File: config.mk
export PLATFORM = sky130hd
export DESIGN_NAME = dmem_access
export DESIGN_NICKNAME = d
export VERILOG_FILES = /design/src/rtl/dmem_access_pkg.sv /design/src/rtl/dmem_misalign.sv /design/src/rtl/lu.sv /design/src/rtl/su.sv /design/src/rtl/dmem_access.sv
export SDC_FILE = /design/constraint.sdc
export NUM_CORES = 1
export LEC_CHECK = 0
export CORE_ASPECT_RATIO = 0.9
export CORE_MARGIN = 4
export CORE_UTILIZATION = 29
export DETAILED_ROUTE_END_ITERATION = 16
export GPL_TIMING_DRIVEN = 1
export PLACE_DENSITY_LB_ADDON = 0.12
export SLEW_MARGIN = 20
export SYNTH_ARGS = -nofsm -noshare
export SYNTH_HDL_FRONTEND = slang
export SYNTH_SLANG_ARGS = --single-unit
export TNS_END_PERCENT = 1
File: constraint.sdc
create_clock -name clk -period 4.66 [get_ports clk]
set_clock_uncertainty 0.2 [all_clocks]
set_input_delay 0.699 -clock clk [delete_from_list [all_inputs] [get_ports clk]]
set_output_delay 0.699 -clock clk [all_outputs]
set_load 0.02 [all_outputs]
File: src/rtl/dmem_access_pkg.sv
// dmem_access_pkg
//   Shared definitions for the data-memory access controller: RISC-V
//   load/store funct3 encodings, controller state encoding and the byte
//   enable helper used by the store merge and the strobe path.
package dmem_access_pkg;

  // Load funct3 encodings
  localparam logic [2:0] F3_LB  = 3'b000;
  localparam logic [2:0] F3_LH  = 3'b001;
  localparam logic [2:0] F3_LW  = 3'b010;
  localparam logic [2:0] F3_LD  = 3'b011;
  localparam logic [2:0] F3_LBU = 3'b100;
  localparam logic [2:0] F3_LHU = 3'b101;
  localparam logic [2:0] F3_LWU = 3'b110;

  // Store funct3 encodings
  localparam logic [2:0] F3_SB  = 3'b000;
  localparam logic [2:0] F3_SH  = 3'b001;
  localparam logic [2:0] F3_SW  = 3'b010;
  localparam logic [2:0] F3_SD  = 3'b011;

  typedef enum logic [1:0] {
    DMEM_IDLE = 2'd0,
    DMEM_RD   = 2'd1,
    DMEM_WR   = 2'd2,
    DMEM_RESP = 2'd3
  } dmem_state_e;

  // A store that covers the whole bus word needs no merge and no read.
  function automatic logic is_full_store(input logic [2:0] f3, input int xlen);
    return (xlen == 32) ? (f3 == F3_SW) : (f3 == F3_SD);
  endfunction

  // Byte enables of a store inside a 64-bit word; narrower buses truncate.
  function automatic logic [7:0] store_be(input logic [2:0] off, input logic [2:0] f3);
    logic [7:0] base;
    case (f3)
      F3_SB:   base = 8'h01;
      F3_SH:   base = 8'h03;
      F3_SW:   base = 8'h0F;
      default: base = 8'hFF;
    endcase
    return base << off;
  endfunction

endpackage

File: src/rtl/dmem_misalign.sv
// dmem_misalign
//   Combinational alignment/legality check for a load/store funct3 at a
//   byte offset. Shared with the fetch/trap logic.
//   Ports:
//     addr_i   [2:0]  low byte-address bits
//     funct3_i [2:0]  load/store funct3 (load encoding space)
//     err_o           1 = misaligned or illegal for this XLEN
module dmem_misalign
  import dmem_access_pkg::*;
#(
  parameter int XLEN = 32
) (
  input  logic [2:0] addr_i,
  input  logic [2:0] funct3_i,
  output logic       err_o
);

  always_comb begin
    err_o = 1'b0;
    case (funct3_i)
      F3_LB, F3_LBU: err_o = 1'b0;
      F3_LH, F3_LHU: err_o = addr_i[0];
      F3_LW:         err_o = |addr_i[1:0];
      // Doubleword and zero-extended word loads only exist on RV64.
      F3_LWU:        err_o = (XLEN == 32) || (|addr_i[1:0]);
      F3_LD:         err_o = (XLEN == 32) || (|addr_i[2:0]);
      default:       err_o = 1'b1;
    endcase
  end

endmodule

File: src/rtl/lu.sv
// lu
//   Load unit: extracts the addressed byte/half/word/double from a bus
//   word and sign- or zero-extends it according to funct3.
//   Ports:
//     rdata_i  [XLEN-1:0]       full bus word from memory
//     off_i    [log2(XLEN/8)-1:0] byte offset inside the word
//     funct3_i [2:0]            load funct3
//     data_o   [XLEN-1:0]       extended result
module lu
  import dmem_access_pkg::*;
#(
  parameter int XLEN = 32
) (
  input  logic [XLEN-1:0]             rdata_i,
  input  logic [$clog2(XLEN/8)-1:0]   off_i,
  input  logic [2:0]                  funct3_i,
  output logic [XLEN-1:0]             data_o
);

  logic [XLEN-1:0]    sh;
  logic signed [7:0]  b_s;
  logic signed [15:0] h_s;
  logic signed [31:0] w_s;

  always_comb begin
    sh  = rdata_i >> {off_i, 3'b000};
    b_s = sh[7:0];
    h_s = sh[15:0];
    w_s = sh[31:0];
    case (funct3_i)
      F3_LB:   data_o = XLEN'(b_s);
      F3_LH:   data_o = XLEN'(h_s);
      F3_LW:   data_o = XLEN'(w_s);
      F3_LD:   data_o = sh;
      F3_LBU:  data_o = XLEN'(sh[7:0]);
      F3_LHU:  data_o = XLEN'(sh[15:0]);
      F3_LWU:  data_o = XLEN'(sh[31:0]);
      default: data_o = '0;
    endcase
  end

endmodule

File: src/rtl/su.sv
// su
//   Store unit: merges right-aligned store data into an existing bus word
//   at the addressed bytes. Bytes outside the store keep data_l_i.
//   Ports:
//     off_i    [log2(XLEN/8)-1:0] byte offset inside the word
//     funct3_i [2:0]            store funct3
//     data_l_i [XLEN-1:0]       word the store is merged into
//     wdata_i  [XLEN-1:0]       right-aligned store data
//     data_o   [XLEN-1:0]       merged word
module su
  import dmem_access_pkg::*;
#(
  parameter int XLEN = 32
) (
  input  logic [$clog2(XLEN/8)-1:0] off_i,
  input  logic [2:0]                funct3_i,
  input  logic [XLEN-1:0]           data_l_i,
  input  logic [XLEN-1:0]           wdata_i,
  output logic [XLEN-1:0]           data_o
);

  localparam int NB = XLEN / 8;

  logic [NB-1:0]   be;
  logic [XLEN-1:0] wsh;

  always_comb begin
    be     = NB'(store_be(3'(off_i), funct3_i));
    wsh    = wdata_i << {off_i, 3'b000};
    data_o = data_l_i;
    for (int i = 0; i < NB; i++) begin
      if (be[i]) data_o[8*i +: 8] = wsh[8*i +: 8];
    end
  end

endmodule

File: src/rtl/dmem_access.sv
// dmem_access
//   Memory-stage data-memory access controller. Takes one load/store at a
//   time, rejects misaligned/illegal accesses without touching memory, and
//   drives a single-beat memory port. Loads pass through lu; sub-word
//   stores are merged by su, as read-modify-write in the default build.
//   Build option: define DMEM_WSTRB_EN to issue sub-word stores directly
//   with byte strobes (no read beat).
//   Ports:
//     clk, rst                         clock, async active-high reset
//     req_valid/req_ready              request handshake
//     req_store, req_funct3,
//     req_addr, req_wdata              request payload, captured on accept
//     mem_req, mem_we, mem_addr,
//     mem_wdata, mem_wstrb             registered memory command
//     mem_rdata, mem_ack               memory response
//     resp_valid/resp_ready            result handshake
//     resp_data, resp_err              extended load data / misalign flag
module dmem_access
  import dmem_access_pkg::*;
#(
  parameter int XLEN = 32
) (
  input  logic              clk,
  input  logic              rst,
  input  logic              req_valid,
  output logic              req_ready,
  input  logic              req_store,
  input  logic [2:0]        req_funct3,
  input  logic [XLEN-1:0]   req_addr,
  input  logic [XLEN-1:0]   req_wdata,
  output logic              mem_req,
  output logic              mem_we,
  output logic [XLEN-1:0]   mem_addr,
  output logic [XLEN-1:0]   mem_wdata,
  output logic [XLEN/8-1:0] mem_wstrb,
  input  logic [XLEN-1:0]   mem_rdata,
  input  logic              mem_ack,
  output logic              resp_valid,
  input  logic              resp_ready,
  output logic [XLEN-1:0]   resp_data,
  output logic              resp_err
);

  localparam int NB   = XLEN / 8;
  localparam int OFFW = $clog2(NB);

  dmem_state_e       state_q;
  logic              req_ready_q;
  logic [OFFW-1:0]   off_q;
  logic [2:0]        funct3_q;
  logic              store_q;
`ifndef DMEM_WSTRB_EN
  logic [XLEN-1:0]   wdata_q;
`endif
  logic              mem_req_q;
  logic              mem_we_q;
  logic [XLEN-1:0]   mem_addr_q;
  logic [XLEN-1:0]   mem_wdata_q;
  logic [NB-1:0]     mem_wstrb_q;
  logic              resp_valid_q;
  logic [XLEN-1:0]   resp_data_q;
  logic              resp_err_q;

  logic              accept_d;
  logic              mis_err_d;
  logic              req_err_d;
  logic [XLEN-1:0]   addr_algn_d;
  logic [XLEN-1:0]   lu_data_d;
  logic [XLEN-1:0]   su_data_d;

  assign accept_d    = req_valid && req_ready_q;
  // Stores have no funct3 with bit 2 set; treat those as illegal too.
  assign req_err_d   = mis_err_d || (req_store && req_funct3[2]);
  assign addr_algn_d = {req_addr[XLEN-1:OFFW], {OFFW{1'b0}}};

  dmem_misalign #(.XLEN(XLEN)) u_misalign (
    .addr_i   (req_addr[2:0]),
    .funct3_i (req_funct3),
    .err_o    (mis_err_d)
  );

  lu #(.XLEN(XLEN)) u_lu (
    .rdata_i  (mem_rdata),
    .off_i    (off_q),
    .funct3_i (funct3_q),
    .data_o   (lu_data_d)
  );

  // With strobes the merge happens at accept time against zero, so su sees
  // the live request; otherwise it merges the captured store into the
  // word returned by the read beat.
  su #(.XLEN(XLEN)) u_su (
`ifdef DMEM_WSTRB_EN
    .off_i    (req_addr[OFFW-1:0]),
    .funct3_i (req_funct3),
    .data_l_i ({XLEN{1'b0}}),
    .wdata_i  (req_wdata),
`else
    .off_i    (off_q),
    .funct3_i (funct3_q),
    .data_l_i (mem_rdata),
    .wdata_i  (wdata_q),
`endif
    .data_o   (su_data_d)
  );

  always_ff @(posedge clk or posedge rst) begin
    if (rst) begin
      state_q      <= DMEM_IDLE;
      req_ready_q  <= 1'b1;
      off_q        <= '0;
      funct3_q     <= '0;
      store_q      <= 1'b0;
`ifndef DMEM_WSTRB_EN
      wdata_q      <= '0;
`endif
      mem_req_q    <= 1'b0;
      mem_we_q     <= 1'b0;
      mem_addr_q   <= '0;
      mem_wdata_q  <= '0;
      mem_wstrb_q  <= '0;
      resp_valid_q <= 1'b0;
      resp_data_q  <= '0;
      resp_err_q   <= 1'b0;
    end else begin
      unique case (state_q)
        DMEM_IDLE: begin
          if (accept_d) begin
            req_ready_q <= 1'b0;
            off_q       <= req_addr[OFFW-1:0];
            funct3_q    <= req_funct3;
            store_q     <= req_store;
`ifndef DMEM_WSTRB_EN
            wdata_q     <= req_wdata;
`endif
            if (req_err_d) begin
              state_q      <= DMEM_RESP;
              resp_valid_q <= 1'b1;
              resp_err_q   <= 1'b1;
              resp_data_q  <= '0;
            end else begin
              mem_req_q  <= 1'b1;
              mem_addr_q <= addr_algn_d;
              if (!req_store) begin
                state_q     <= DMEM_RD;
                mem_we_q    <= 1'b0;
                mem_wdata_q <= '0;
                mem_wstrb_q <= '0;
              end else if (is_full_store(req_funct3, XLEN)) begin
                state_q     <= DMEM_WR;
                mem_we_q    <= 1'b1;
                mem_wdata_q <= req_wdata;
                mem_wstrb_q <= '1;
              end else begin
`ifdef DMEM_WSTRB_EN
                state_q     <= DMEM_WR;
                mem_we_q    <= 1'b1;
                mem_wdata_q <= su_data_d;
                mem_wstrb_q <= NB'(store_be(3'(req_addr[OFFW-1:0]), req_funct3));
`else
                // Read beat first; the merged word is written from WR.
                state_q     <= DMEM_RD;
                mem_we_q    <= 1'b0;
                mem_wdata_q <= '0;
                mem_wstrb_q <= '0;
`endif
              end
            end
          end
        end
        DMEM_RD: begin
          if (mem_ack) begin
            if (store_q) begin
              // mem_req stays high: the write beat follows directly.
              state_q     <= DMEM_WR;
              mem_we_q    <= 1'b1;
              mem_wdata_q <= su_data_d;
              mem_wstrb_q <= '1;
            end else begin
              state_q      <= DMEM_RESP;
              mem_req_q    <= 1'b0;
              resp_valid_q <= 1'b1;
              resp_data_q  <= lu_data_d;
              resp_err_q   <= 1'b0;
            end
          end
        end
        DMEM_WR: begin
          if (mem_ack) begin
            state_q      <= DMEM_RESP;
            mem_req_q    <= 1'b0;
            mem_we_q     <= 1'b0;
            mem_wstrb_q  <= '0;
            resp_valid_q <= 1'b1;
            resp_data_q  <= '0;
            resp_err_q   <= 1'b0;
          end
        end
        DMEM_RESP: begin
          if (resp_ready) begin
            state_q      <= DMEM_IDLE;
            req_ready_q  <= 1'b1;
            resp_valid_q <= 1'b0;
            resp_data_q  <= '0;
            resp_err_q   <= 1'b0;
          end
        end
        default: state_q <= DMEM_IDLE;
      endcase
    end
  end

  assign req_ready  = req_ready_q;
  assign mem_req    = mem_req_q;
  assign mem_we     = mem_we_q;
  assign mem_addr   = mem_addr_q;
  assign mem_wdata  = mem_wdata_q;
  assign mem_wstrb  = mem_wstrb_q;
  assign resp_valid = resp_valid_q;
  assign resp_data  = resp_data_q;
  assign resp_err   = resp_err_q;

endmodule
==> out/metrics.yaml, run 1 <==
drt:
  finalWirelength_um: 25000
  drt_iter0_drc: 550
  via_per_inst: 5.14
  drt_first_pass_iters: 5
  post-route-drc-count: 0
  vias: 5870
  ant_nets: 0
  wl_per_cell_um: 21.9
run:
  maxCapViolCount: 0
placement:
  io_buffers: 207
  placed_cell_area_um2: 9720
  gp_congestion: 0.820
  hpwl_um: 18500
  pre_cts_ws_ns: 1.40
pwr:
  pwr-share-clk: 0.187
  p_int_w: 0.00455
  power_frac_comb: 0.511
  switching_share: 0.404
  switchingPower_w: 0.00308
  p_leak_nw: 4.42
  powerDensity_nw_per_um2: 738
  seqPwrFrac: 0.302
  vdd_drop_max_mv: 0.322
die:
  ios: 210
  core_area_um2: 25300
  num_rows: 55
  start_util: 0.297
  die_w_um: 178
  die_y_um: 161
  die-area_um2: 28500
critical_path:
  reg2reg_slack_ns: 1.50
  cp.depth: 7
  critical_path.startpoint: "state_q[1]$_DFFE_PP0P_"
  path_buf_inv: 3
  reg2reg_to: "mem_wdata[13]$_DFFE_PP0P_"
  reg2reg_depth: 7
  worstReg2RegStart: "state_q[1]$_DFFE_PP0P_"
  worstPathArrival_ns: 3.27
  critPathKind: "reg2reg"
  critPathSlowestCell: "inv_1"
  startpoint_type: "register"
  path_max_fanout: 32
  crit_path_end_kind: "register"
  cp.required_ns: 4.77
  crit_family: "buffers and inverters"
  slowest_delay_ns: 0.69
  cp_cell_sequence: "inv_1, ha_1, inv_1, a21oi_1, a21oi_4, buf_4, mux2_2"
  cp_common_cell: "inv_1"
layout:
  final_common_cell: "clkdlybuf4s50_1"
  multi_input_area_um2: 3560
  final_area_um2: 10300
  fin_nets: 896
  layout_common_cells: "clkdlybuf4s50_1, dfrtp_1, mux2i_1, mux2_2, o2bb2ai_1"
  n_antenna_cell: 0
  final_layout_size_suffix_gt1_frac: 0.173
  n_fill_cell: 2441
  regArea_um2: 3480
  final_util: 0.408
  areaGrowthSynthToFinish_pct: 37.7
timing:
  fin_setup_tns_ns: 0
  period_share: 0.678
  fin_ws_ns: 1.50
  setup_viol: 0
  holdWs_ns: 0.286
  drv_slew: 0
  rsz0062_at_grt: "no"
  tightestPinTransition_ns: 0.962
  finalHoldViolCount: 0
  max_freq_mhz: 316
  period_minus_slack_ns: 3.16
  slew_headroom: 0.358
global_routing:
  busiest_layer: "met1"
  grt_pass1_vias: 6087
  track_usage: 0.174
  antenna_found_initial: 0
  grt_use_met2: 0.252
  met3_usage: 0.0417
  grt_pass1_wl_um: 38000
  grt_overflow: 0
  grt_max_degree: 115
  grtUsageMet1: 0.260
clock_network:
  clkTransAtPathRegs_ns: 0.06
  cts_tree: "yes"
  post_cts_buffers: 0
  clock_path_buffers: 2
  cts_num_sinks: 139
  cts_root_buffer: "clkbuf_16"
  holdBufCountCts: 0
  worstSkewPairLatency_ns: 0.42
  cts_resized: 0
  cts_buffers: 17
  htree_levels: 4
synthesis:
  synth_edf_count: 0
  synth_seq_cells: 139
  synthesis.area_um2: 7510
  synth_seq_area_share: 0.463
  yosysUniqueCellTypes: 64
  synthArstFlopShare: 1.00
  ys.flop_type: "dfrtp_1"
  avgSynthCellArea_um2: 12.5
  yosysWarnings: 0
  synthCells: 603
hold_path:
  min_to: "mem_wdata[1]$_DFFE_PP0P_"
  min-delay-path-class: "reg2reg"
  min_from: "mem_wdata[1]$_DFFE_PP0P_"
  whs_path_depth: 1
status:
  status: "completed"
==> layout make-up <==
cell class | count | area share
well taps | 342 | 0.0414
inverters | 31 | 0.0120
repair buffers | 215 | 0.206
clock buffers | 22 | 0.0458
flip-flops and latches | 139 | 0.337
clock inverters | 10 | 0.0134
multi-input cells | 382 | 0.345
==> Yosys cell counts, types with 2 or more instances <==
library cell  instances  area share
o22ai_1              17       0.014
mux2_2               48       0.072
o21ai_0               6      0.0040
buf_1                 2      0.0010
a31oi_1               3      0.0025
buf_4                12       0.012
inv_1                31       0.015
ha_1                  5      0.0083
a22o_1               17       0.020
o21ai_1               3      0.0020
a32o_1                7      0.0093
nand2b_1              4      0.0033
mux2i_1              73       0.097
buf_2                14      0.0093
and2_1               10      0.0083
clkbuf_1             12      0.0060
a221o_1               9       0.012
a21oi_1              13      0.0087
and3_1                3      0.0025
mux2_1               10       0.015
o2bb2ai_1            31       0.036
nor2b_1               9      0.0075
nand2_1              13      0.0065
nor2_1                5      0.0025
a222oi_1             16       0.021
nand3_2               2      0.0027
a211o_1               7      0.0082
mux2_4               30       0.060
dfrtp_1             138        0.46
buf_8                 2      0.0040
nor4_1                9      0.0075
o21a_1                2      0.0020
buf_6                 9       0.013
==> how the worst max path moves through the flow <==
stage	end	slack, ns
after floorplan	funct3_q[0]$_DFFE_PP0P_	0.04
final	mem_wdata[13]$_DFFE_PP0P_	1.50
after global routing	mem_wdata[25]$_DFFE_PP0P_	1.27
after detailed placement	resp_err$_DFFE_PP0P_	1.40
after CTS	mem_wdata[13]$_DFFE_PP0P_	1.49
after global placement	mem_wdata[13]$_DFFE_PP0P_	1.48
==> metal layers <==
layer,up-vias,wire length [µm]
li1,2659,-
met1,2969,12000
met2,225,11100
met3,17,1630
met4,0,306
met5,-,0
==> kinds of logic (layout without fill, tap and decap cells) <==
kind of cell             Yosys count  count (layout)  synth area share
AO/OA/AOI/OAI                    142             142             0.155
adder cells (fa/ha/maj)            5               5           0.00833
buffers and inverters             83             278            0.0646
flip-flops                       139             139             0.463
multiplexers                     162             162             0.247
other                              1               2          0.000499
AND/OR/NAND/NOR                   71              71            0.0610
==> power groups by stage <==
stage          logic, W  clock network, W  registers [W]
2_1_floorplan   0.00229                 0        0.00253
3_3_place_gp    0.00388                 0        0.00230
3_5_place_dp    0.00391                 0        0.00232
4_1_cts         0.00393           0.00145        0.00231
5_1_grt         0.00418           0.00151        0.00239
6_report        0.00390           0.00143        0.00230
==> registers in the layout, indices dropped and copies added (netlist names) <==
| register | flops |
|---|---|
| resp_valid | 1 |
| store_q | 1 |
| mem_wstrb | 1 |
| mem_addr | 30 |
| resp_err | 1 |
| funct3_q | 3 |
| mem_req | 1 |
| mem_wdata | 32 |
| state_q | 2 |
| off_q | 2 |
| resp_data | 32 |
| req_ready | 1 |
| wdata_q | 32 |
==> stage by stage <==
step	cells	power, W
CTS	1141	0.00769
global route	1141	0.00808
finish	1141	0.00763
global placement	1109	0.00618
floorplan	604	0.00482
detailed placement	1109	0.00623
(Power assumes the default switching activity.)
==> inputs of run 2 (changes only) <==
- clock period: 4.66 -> 2.7 ns (I/O delays scaled with it)
==> out/metrics.yaml, run 2 (same netlist as run 1, synthesis figures left out) <==
status:
  status: "completed"
drt:
  drt_iter0_drc: 465
  via_per_inst: 5.05
  ant_nets: 0
  wl_per_cell_um: 21.7
  vias: 5853
  post-route-drc-count: 0
  drt_first_pass_iters: 5
  finalWirelength_um: 25100
hold_path:
  min-delay-path-class: "in2async"
timing:
  tightestPinTransition_ns: 0.746
  rsz0062_at_grt: "no"
  period_share: 0.909
  finalHoldViolCount: 0
  slew_headroom: 0.500
  period_minus_slack_ns: 2.45
  max_freq_mhz: 407
  fin_setup_tns_ns: 0
  setup_viol: 0
  drv_slew: 0
critical_path:
  reg2reg_depth: 7
  reg2reg_to: "resp_data[25]$_DFFE_PP0P_"
  startpoint_type: "register"
  crit_path_end_kind: "register"
  path_max_fanout: 32
  worstPathArrival_ns: 2.56
  reg2reg_slack_ns: 0.25
  critPathKind: "reg2reg"
  worstReg2RegStart: "state_q[1]$_DFFE_PP0P_"
  critical_path.startpoint: "state_q[1]$_DFFE_PP0P_"
  cp.required_ns: 2.80
  crit_end: "resp_data[25]$_DFFE_PP0P_"
die:
  num_rows: 55
  die_y_um: 161
  ios: 210
  start_util: 0.297
  die_w_um: 178
  die-area_um2: 28500
  core_area_um2: 25300
global_routing:
  grt_pass1_vias: 6183
  antenna_found_initial: 0
  grt_overflow: 0
  grt_max_degree: 110
  grt_pass1_wl_um: 38400
  track_usage: 0.176
pwr:
  p_leak_nw: 4.55
  powerDensity_nw_per_um2: 1280
  total_power_w: 0.0136
  vdd_drop_max_mv: 0.588
layout:
  final_common_cell: "clkdlybuf4s50_1"
  areaGrowthSynthToFinish_pct: 41.3
  final_layout_size_suffix_gt1_frac: 0.191
  n_fill_cell: 2415
  multi_input_area_um2: 3560
  fin_nets: 913
  regArea_um2: 3480
  layout_common_cells: "clkdlybuf4s50_1, dfrtp_1, mux2i_1, mux2_2, o2bb2ai_1"
  n_antenna_cell: 0
clock_network:
  post_cts_buffers: 0
  cts_tree: "yes"
  htree_levels: 4
  clock_path_buffers: 2
  worstSkewPairLatency_ns: 0.43
  cts_root_buffer: "clkbuf_16"
  holdBufCountCts: 0
  cts_num_sinks: 139
  cts_resized: 0
  clkTransAtPathRegs_ns: 0.06
  cts_buffers: 17
run:
  maxCapViolCount: 0
placement:
  hpwl_um: 18500
  gp_congestion: 0.827
  io_buffers: 207
==> run 2: cell count changes in the layout (fill, tap and decap cells not counted) <==
| cell | delta |
|---|---|
| clkinv_2 | -2 |
| buf_12 | +10 |
| clkinv_4 | +2 |
| o21ai_1 | +1 |
| inv_6 | +2 |
| clkbuf_1 | -2 |
| o21ai_2 | -1 |
| clkbuf_8 | -3 |
| buf_4 | +7 |
| bufinv_16 | +1 |
| clkinvlp_4 | +2 |
==> run 2: final cells by class <==
| class | count | share of cell area |
|---|---|---|
| multi-input cells | 382 | 0.335 |
| flip-flops and latches | 139 | 0.328 |
| repair buffers | 232 | 0.225 |
| well taps | 342 | 0.0403 |
| clock buffers | 17 | 0.0401 |
| clock inverters | 15 | 0.0200 |
| inverters | 31 | 0.0113 |
==> run 2: critical path, stage by stage (launching register included) <==
cell,delay [ns]
dfrtp_1,0.39
inv_1,0.09
ha_1,0.32
buf_4,0.24
a21boi_1,0.39
nand3_2,0.23
buf_12,0.23
a22o_1,0.24
==> run 2: how the worst min path moves through the flow <==
stage	slack, ns	cells past startpoint	to	startpoint
2_1_floorplan	0.28	1	wdata_q[22]$_DFFE_PP0P_	wdata_q[22]$_DFFE_PP0P_
3_3_place_gp	0.28	1	mem_wdata[5]$_DFFE_PP0P_	mem_wdata[5]$_DFFE_PP0P_
3_5_place_dp	0.28	1	mem_wdata[7]$_DFFE_PP0P_	mem_wdata[7]$_DFFE_PP0P_
4_1_cts	0.27	3	mem_addr[15]$_DFFE_PP0P_	rst
5_1_grt	0.30	3	mem_addr[15]$_DFFE_PP0P_	rst
6_report	0.25	3	mem_req$_DFFE_PP0P_	rst
==> run 2: per-layer routing <==
| metal | vias to the layer above | track usage | wire length, µm |
|---|---|---|---|
| met5 | - | 0 | 0 |
| met4 | 0 | 0.0362 | 220 |
| met3 | 10 | 0.0442 | 1540 |
| met2 | 185 | 0.258 | 11300 |
| met1 | 2981 | 0.262 | 12100 |
| li1 | 2677 | - | - |
==> run 2: where the power goes <==
group / leakage, nW / switching (W) / total (W) / internal, W
Combinational: 2.47 / 0.00359 / 0.00715 / 0.00356
Sequential: 1.77 / 0.000849 / 0.00390 / 0.00305
Clock: 0.306 / 0.00101 / 0.00257 / 0.00157
Total: 4.55 / 0.00545 / 0.0136 / 0.00817
==> run 2: metrics by stage <==
step | util | std cells | instance area [µm²] | worst slack (ns) | hold WS (ns)
final | 0.419 | 1158 | 10600 | 0.245 | 0.253
after global placement | 0.394 | 1126 | 9980 | 0.136 | 0.281
after detailed placement | 0.394 | 1126 | 9980 | 0.0834 | 0.284
after floorplan | - | 604 | 7520 | 0.361 | 0.279
after global routing | 0.419 | 1158 | 10600 | 0.0723 | 0.304
after CTS | 0.419 | 1158 | 10600 | 0.259 | 0.271
==> patch 1: new RTL, settings of run 1 <==
Reset style: synchronous (`rst`), changed in one clocked block. Comments in the files are not updated.
--- a/src/rtl/dmem_access.sv
+++ b/src/rtl/dmem_access.sv
@@ -106,3 +106,3 @@
 
-  always_ff @(posedge clk or posedge rst) begin
+  always_ff @(posedge clk) begin
     if (rst) begin
Check against the original RTL: differs if rst is asserted again (counterexample within 4 cycles, from zero or initial values and one cycle with rst high); with rst held inactive, the same outputs for 4 cycles.
==> patch 1 against run 1 <==
Sequential power is 26% lower; setup slack improved by 0.10 ns; final area decreased by 7.4%; sequential cell count unchanged; critical path type unchanged; total power shrank 30%; area after synthesis fell by 9.5%; wire length grew 1.4%; sequential share of layout area shrank 4.6 points; synthesized cell count increased by 41%.
==> patch 1: results (changes against run 1) <==
| Metric | Value |
|---|---|
| Root Buffer | clkbuf_16 |
| Max VDD drop | 209 uV (-35%) |
| CTS Hold Bufs | 0 (unchanged) |
| Placed Instance Area | 0.00897 mm^2 (-7.7%) |
| Netlist cell types | 56 (-13%) |
| First-pass GRT wire length | 38700 um (+1.9%) |
| Inverters | 5 (-84%) |
| Critical path's slowest cell | o211a_1 |
| Initial antenna violation count | 0 (unchanged) |
| Clkbuf count | 17 (-23%) |
| CP max FO | 35 (+9.4%) |
| Clk sinks | 139 (unchanged) |
| Final hold slack | 0.252 ns (-0.0341 ns) |
| Max incr delay on CP | 0.79 ns (+0.10 ns) |
| Worst-Skew Late Latency | 0.44 ns (+0.02 ns) |
| Top FF cell, synth | dfxtp_1 |
| Clock network share of area | 0.0618 (+0.00250) |
| Top cells by area, synth | dfxtp_1, nand2_1, a21oi_1 |
| Port-buffer cells | 207 (unchanged) |
| H-tree depth | 4 (unchanged) |
| DR vias/cell | 5.06 (-1.7%) |
| Vias in the first global route | 6565 (+7.9%) |
| Rows | 52 (-5.5%) |
| Multi-input logic area | 0.00366 mm^2 (+2.7%) |
| Detail Placement HPWL | 18400 um (-0.31%) |
| CP delay by family, top | compound AO/OA/AOI/OAI gates |
| RD Place Congestion | 0.819 (-0.13%) |
| Power Internal | 3.17 mW (-30%) |
| Outcome | finished, final reports clean |
| Non-clock buffer share | 0.225 (+0.0185) |
| Area occupied by registers | 0.00278 mm^2 (-20%) |
| Non-clock buffer count | 218 (+1.4%) |
| LEAKAGE | 3.20 nW (-28%) |
| Final nets | 1123 (+25%) |
| Synth top cells by count | nand2_1, dfxtp_1, a21oi_1 |
| 1st-iter DRT viols | 420 (-24%) |
| Ys async rst share | 0 (-1.00) |
| EDFF count, synth | 0 (unchanged) |
| Sequential fraction of the synthesis area | 0.409 (-0.0540) |
| CP Data Arrival Time | 3.21 ns (-0.06 ns) |
| Hold Startpoint | mem_addr[30] |
| Post-CTS Setup Bufs | 0 (unchanged) |
| Startpoint Class | flop |
| Resize count post-CTS | 0 (unchanged) |
| Slew HR | 0.257 (-0.101) |
| R2R setup slack | 1.60 ns (+0.10 ns) |
| Largest net degree at the start of global routing | 67 (-42%) |
| Yosys warns | 0 (unchanged) |
| Post-DR wirelength/cell | 19.2 um (-13%) |
| Critical R2R Launch | state_q[1] |
| Filler Cell Count | 2346 (-3.9%) |
| Gr usage total | 0.190 (+0.0160) |
| Layout cells sized above 1 | 0.0770 (-0.0957) |
| Number of multi-input logic gates | 632 (+65%) |
patch 1: changes by cell type after synthesis, sizes merged, moves of 32 or more:
cell | before | now
dfrtp | 138 | 0
a21oi | 14 | 117
mux2 | 88 | 17
nor2 | 6 | 68
dfxtp | 0 | 139
mux2i | 73 | 34
nand2 | 14 | 210
a211oi | 2 | 34
patch 1: tightest hold or removal path, cell delays in order, from the launching register on:
cell	delay (ns)
dfxtp_1	0.31
nand2_1	0.05
a21oi_1	0.05
patch 1: worst paths after layout:
check,to,cells past startpoint
worst max-delay path,resp_data[15],7
worst min-delay path,mem_addr[30],2
worst max register to register,resp_data[15],7
worst min register to register,mem_addr[30],2
patch 1: cells by family after synthesis:
family                   synth area share
AND/OR/NAND/NOR                     0.197
AO/OA/AOI/OAI                       0.246
flip-flops                          0.409
buffers and inverters              0.0561
multiplexers                       0.0799
adder cells (fa/ha/maj)           0.00920
XOR/XNOR                          0.00258
other                            0.000551
patch 1: power by group through the flow:
stage | registers (mW) | logic [mW] | clock network, mW
6_report | 1.70 | 2.26 | 1.40
5_1_grt | 1.73 | 2.47 | 1.48
4_1_cts | 1.70 | 2.26 | 1.43
3_5_place_dp | 1.72 | 2.25 | 0
3_3_place_gp | 1.72 | 2.25 | 0
2_1_floorplan | 1.87 | 1.25 | 0
patch 1: per-layer routing:
metal / up-vias / wire [um] / global-route usage
li1: 3331 / - / -
met1: 3098 / 11800 / 0.260
met2: 237 / 11200 / 0.290
met3: 22 / 2100 / 0.0635
met4: 0 / 340 / 0.0433
met5: - / 0 / 0
patch 1: metrics by stage:
stage               cells  worst slack (ns)  utilization
floorplan             852              2.47            -
global placement     1291              1.35        0.394
detailed placement   1291              1.33        0.394
CTS                  1323              1.69        0.420
global route         1323              1.33        0.421
finish               1323              1.60        0.421
==> patch 2: new RTL, flow settings as in run 1 <==
Without the edit above. Add a define of `DMEM_WSTRB_EN`.
--- a/src/rtl/dmem_access.sv
+++ b/src/rtl/dmem_access.sv
@@ -17,2 +17,4 @@
 //     resp_data, resp_err              extended load data / misalign flag
+`define DMEM_WSTRB_EN
+
 module dmem_access
Formal check against the unedited RTL: not equivalent (Yosys sat finds a counterexample within 4 cycles, from zero or initial values and one cycle with rst high).
==> patch 2 against run 1 <==
Area after synthesis down 21%; die area fell by 20%; setup slack worse by 0.13 ns; wire length fell by 25%; total power is 28% lower; sequential cell count is 28 lower; non-clock buffer count is 3 higher; synthesized cell count down 12%; final area shrank 18%; combinational power is 23% lower; largest power group unchanged; highest routed layer unchanged.
==> patch 2: results (changes against run 1) <==
| Metric | Value |
|---|---|
| Placed cell count | 962 (-13%) |
| Adder-cell share of the synthesized area | 0.00843 (+0.0000986) |
| 1st-iter DRT viols | 215 (-61%) |
| Outcome | finished, final reports clean |
| Placed Instance Area | 0.00823 mm^2 (-15%) |
| Largest net degree at the start of global routing | 73 (-37%) |
| Sequential fraction of the synthesis area | 0.468 (+0.00468) |
| Critical path's slowest cell | a21oi_4 |
| Post-Syn Instances | 531 (-12%) |
| Slew HR | 0.325 (-0.0336) |
| Gr usage total | 0.160 (-0.0140) |
| Final nets | 827 (-7.7%) |
| Synth top cells by count | dfrtp_1, mux2_2, mux2i_1 |
| LEAKAGE | 3.57 nW (-19%) |
| Yosys warns | 0 (unchanged) |
| Ys async rst share | 1.00 (unchanged) |
| DRT Pass-1 Iters | 4 (-1) |
| Post-DR wirelength/cell | 19.1 um (-13%) |
| First-pass GRT wire length | 29300 um (-23%) |
| Mux cell area share after synthesis | 0.188 (-0.0593) |
| CP max FO | 26 (-19%) |
| WL final | 18700 um (-25%) |
| Layout cells sized above 1 | 0.148 (-0.0247) |
| RD Place Congestion | 0.837 (+2.1%) |
| Cts bufs inserted | 9 (-8) |
| Worst-path clk slew | 0.08 ns (+0.02 ns) |
| Worst reg2reg path depth | 4 (-3) |
| Post-Place Worst Slack | 0.933 ns (-0.467 ns) |
| H-tree depth | 3 (-1) |
| Detail Placement HPWL | 13800 um (-25%) |
| Vias | 4962 (-15%) |
| Top cells by area, synth | dfrtp_1, mux2_2, mux2i_1 |
| Post-synthesis compound-gate area fraction | 0.198 (+0.0426) |
| Max VDD drop | 245 uV (-24%) |
| CP Data Arrival Time | 3.36 ns (+0.09 ns) |
| Worst-Skew Late Latency | 0.35 ns (-0.07 ns) |
[patch 2: changes by cell type after synthesis, moves of 10 or more]
cell and change:
mux2_2 +18, dfrtp_1 -28, a21oi_1 +10, mux2i_1 -38
nor2b_1 +11, mux2_4 -30, nand3_1 +18, nand2_1 +18
a222oi_1 -16, mux2_1 -10, clkbuf_1 +11
[patch 2: routing by layer]
layer / part of all wire / GRT usage
met5: 0 / 0
met1: 0.46 / 0.216
met3: 0.078 / 0.0556
met2: 0.46 / 0.249
met4: 0.010 / 0.0370
[patch 2: critical path, delay by kind of cell]
kind            cells  cell delay (ns)
compound gates      2             0.93
buf+inv             2             0.89
mux                 1             0.20
simple gates        1             0.62
[patch 2: final timing paths]
path / from / endpoint / slack, ns
setup reg to reg: off_q[1] / resp_data[28] / 1.69
max in group asynchronous: rst / req_ready / 2.78
hold / removal: resp_data[11] / resp_data[11] / 0.30
min in group asynchronous: rst / mem_addr[23] / 0.69
setup / recovery: req_funct3[2] / mem_wdata[4] / 1.37
hold reg to reg: resp_data[11] / resp_data[11] / 0.30
[patch 2: layout make-up]
| type | count | area, um^2 |
|---|---|---|
| Clock buffer | 9 | 225 |
| Tap cell | 255 | 319 |
| Sequential cell | 111 | 2780 |
| Multi-Input combinational cell | 352 | 2860 |
| Timing Repair Buffer | 218 | 2170 |
| Inverter | 26 | 100 |
| Fill cell | 1931 | 11500 |
| Clock inverter | 7 | 63.8 |
[patch 2: report_power, final]
| group | internal, mW | leakage [nW] | total [mW] | switching (mW) |
|---|---|---|---|---|
| Sequential | 1.38 | 1.44 | 1.68 | 0.302 |
| Combinational | 1.47 | 1.99 | 3.02 | 1.55 |
| Clock | 0.375 | 0.136 | 0.774 | 0.398 |
| Total | 3.22 | 3.57 | 5.47 | 2.25 |
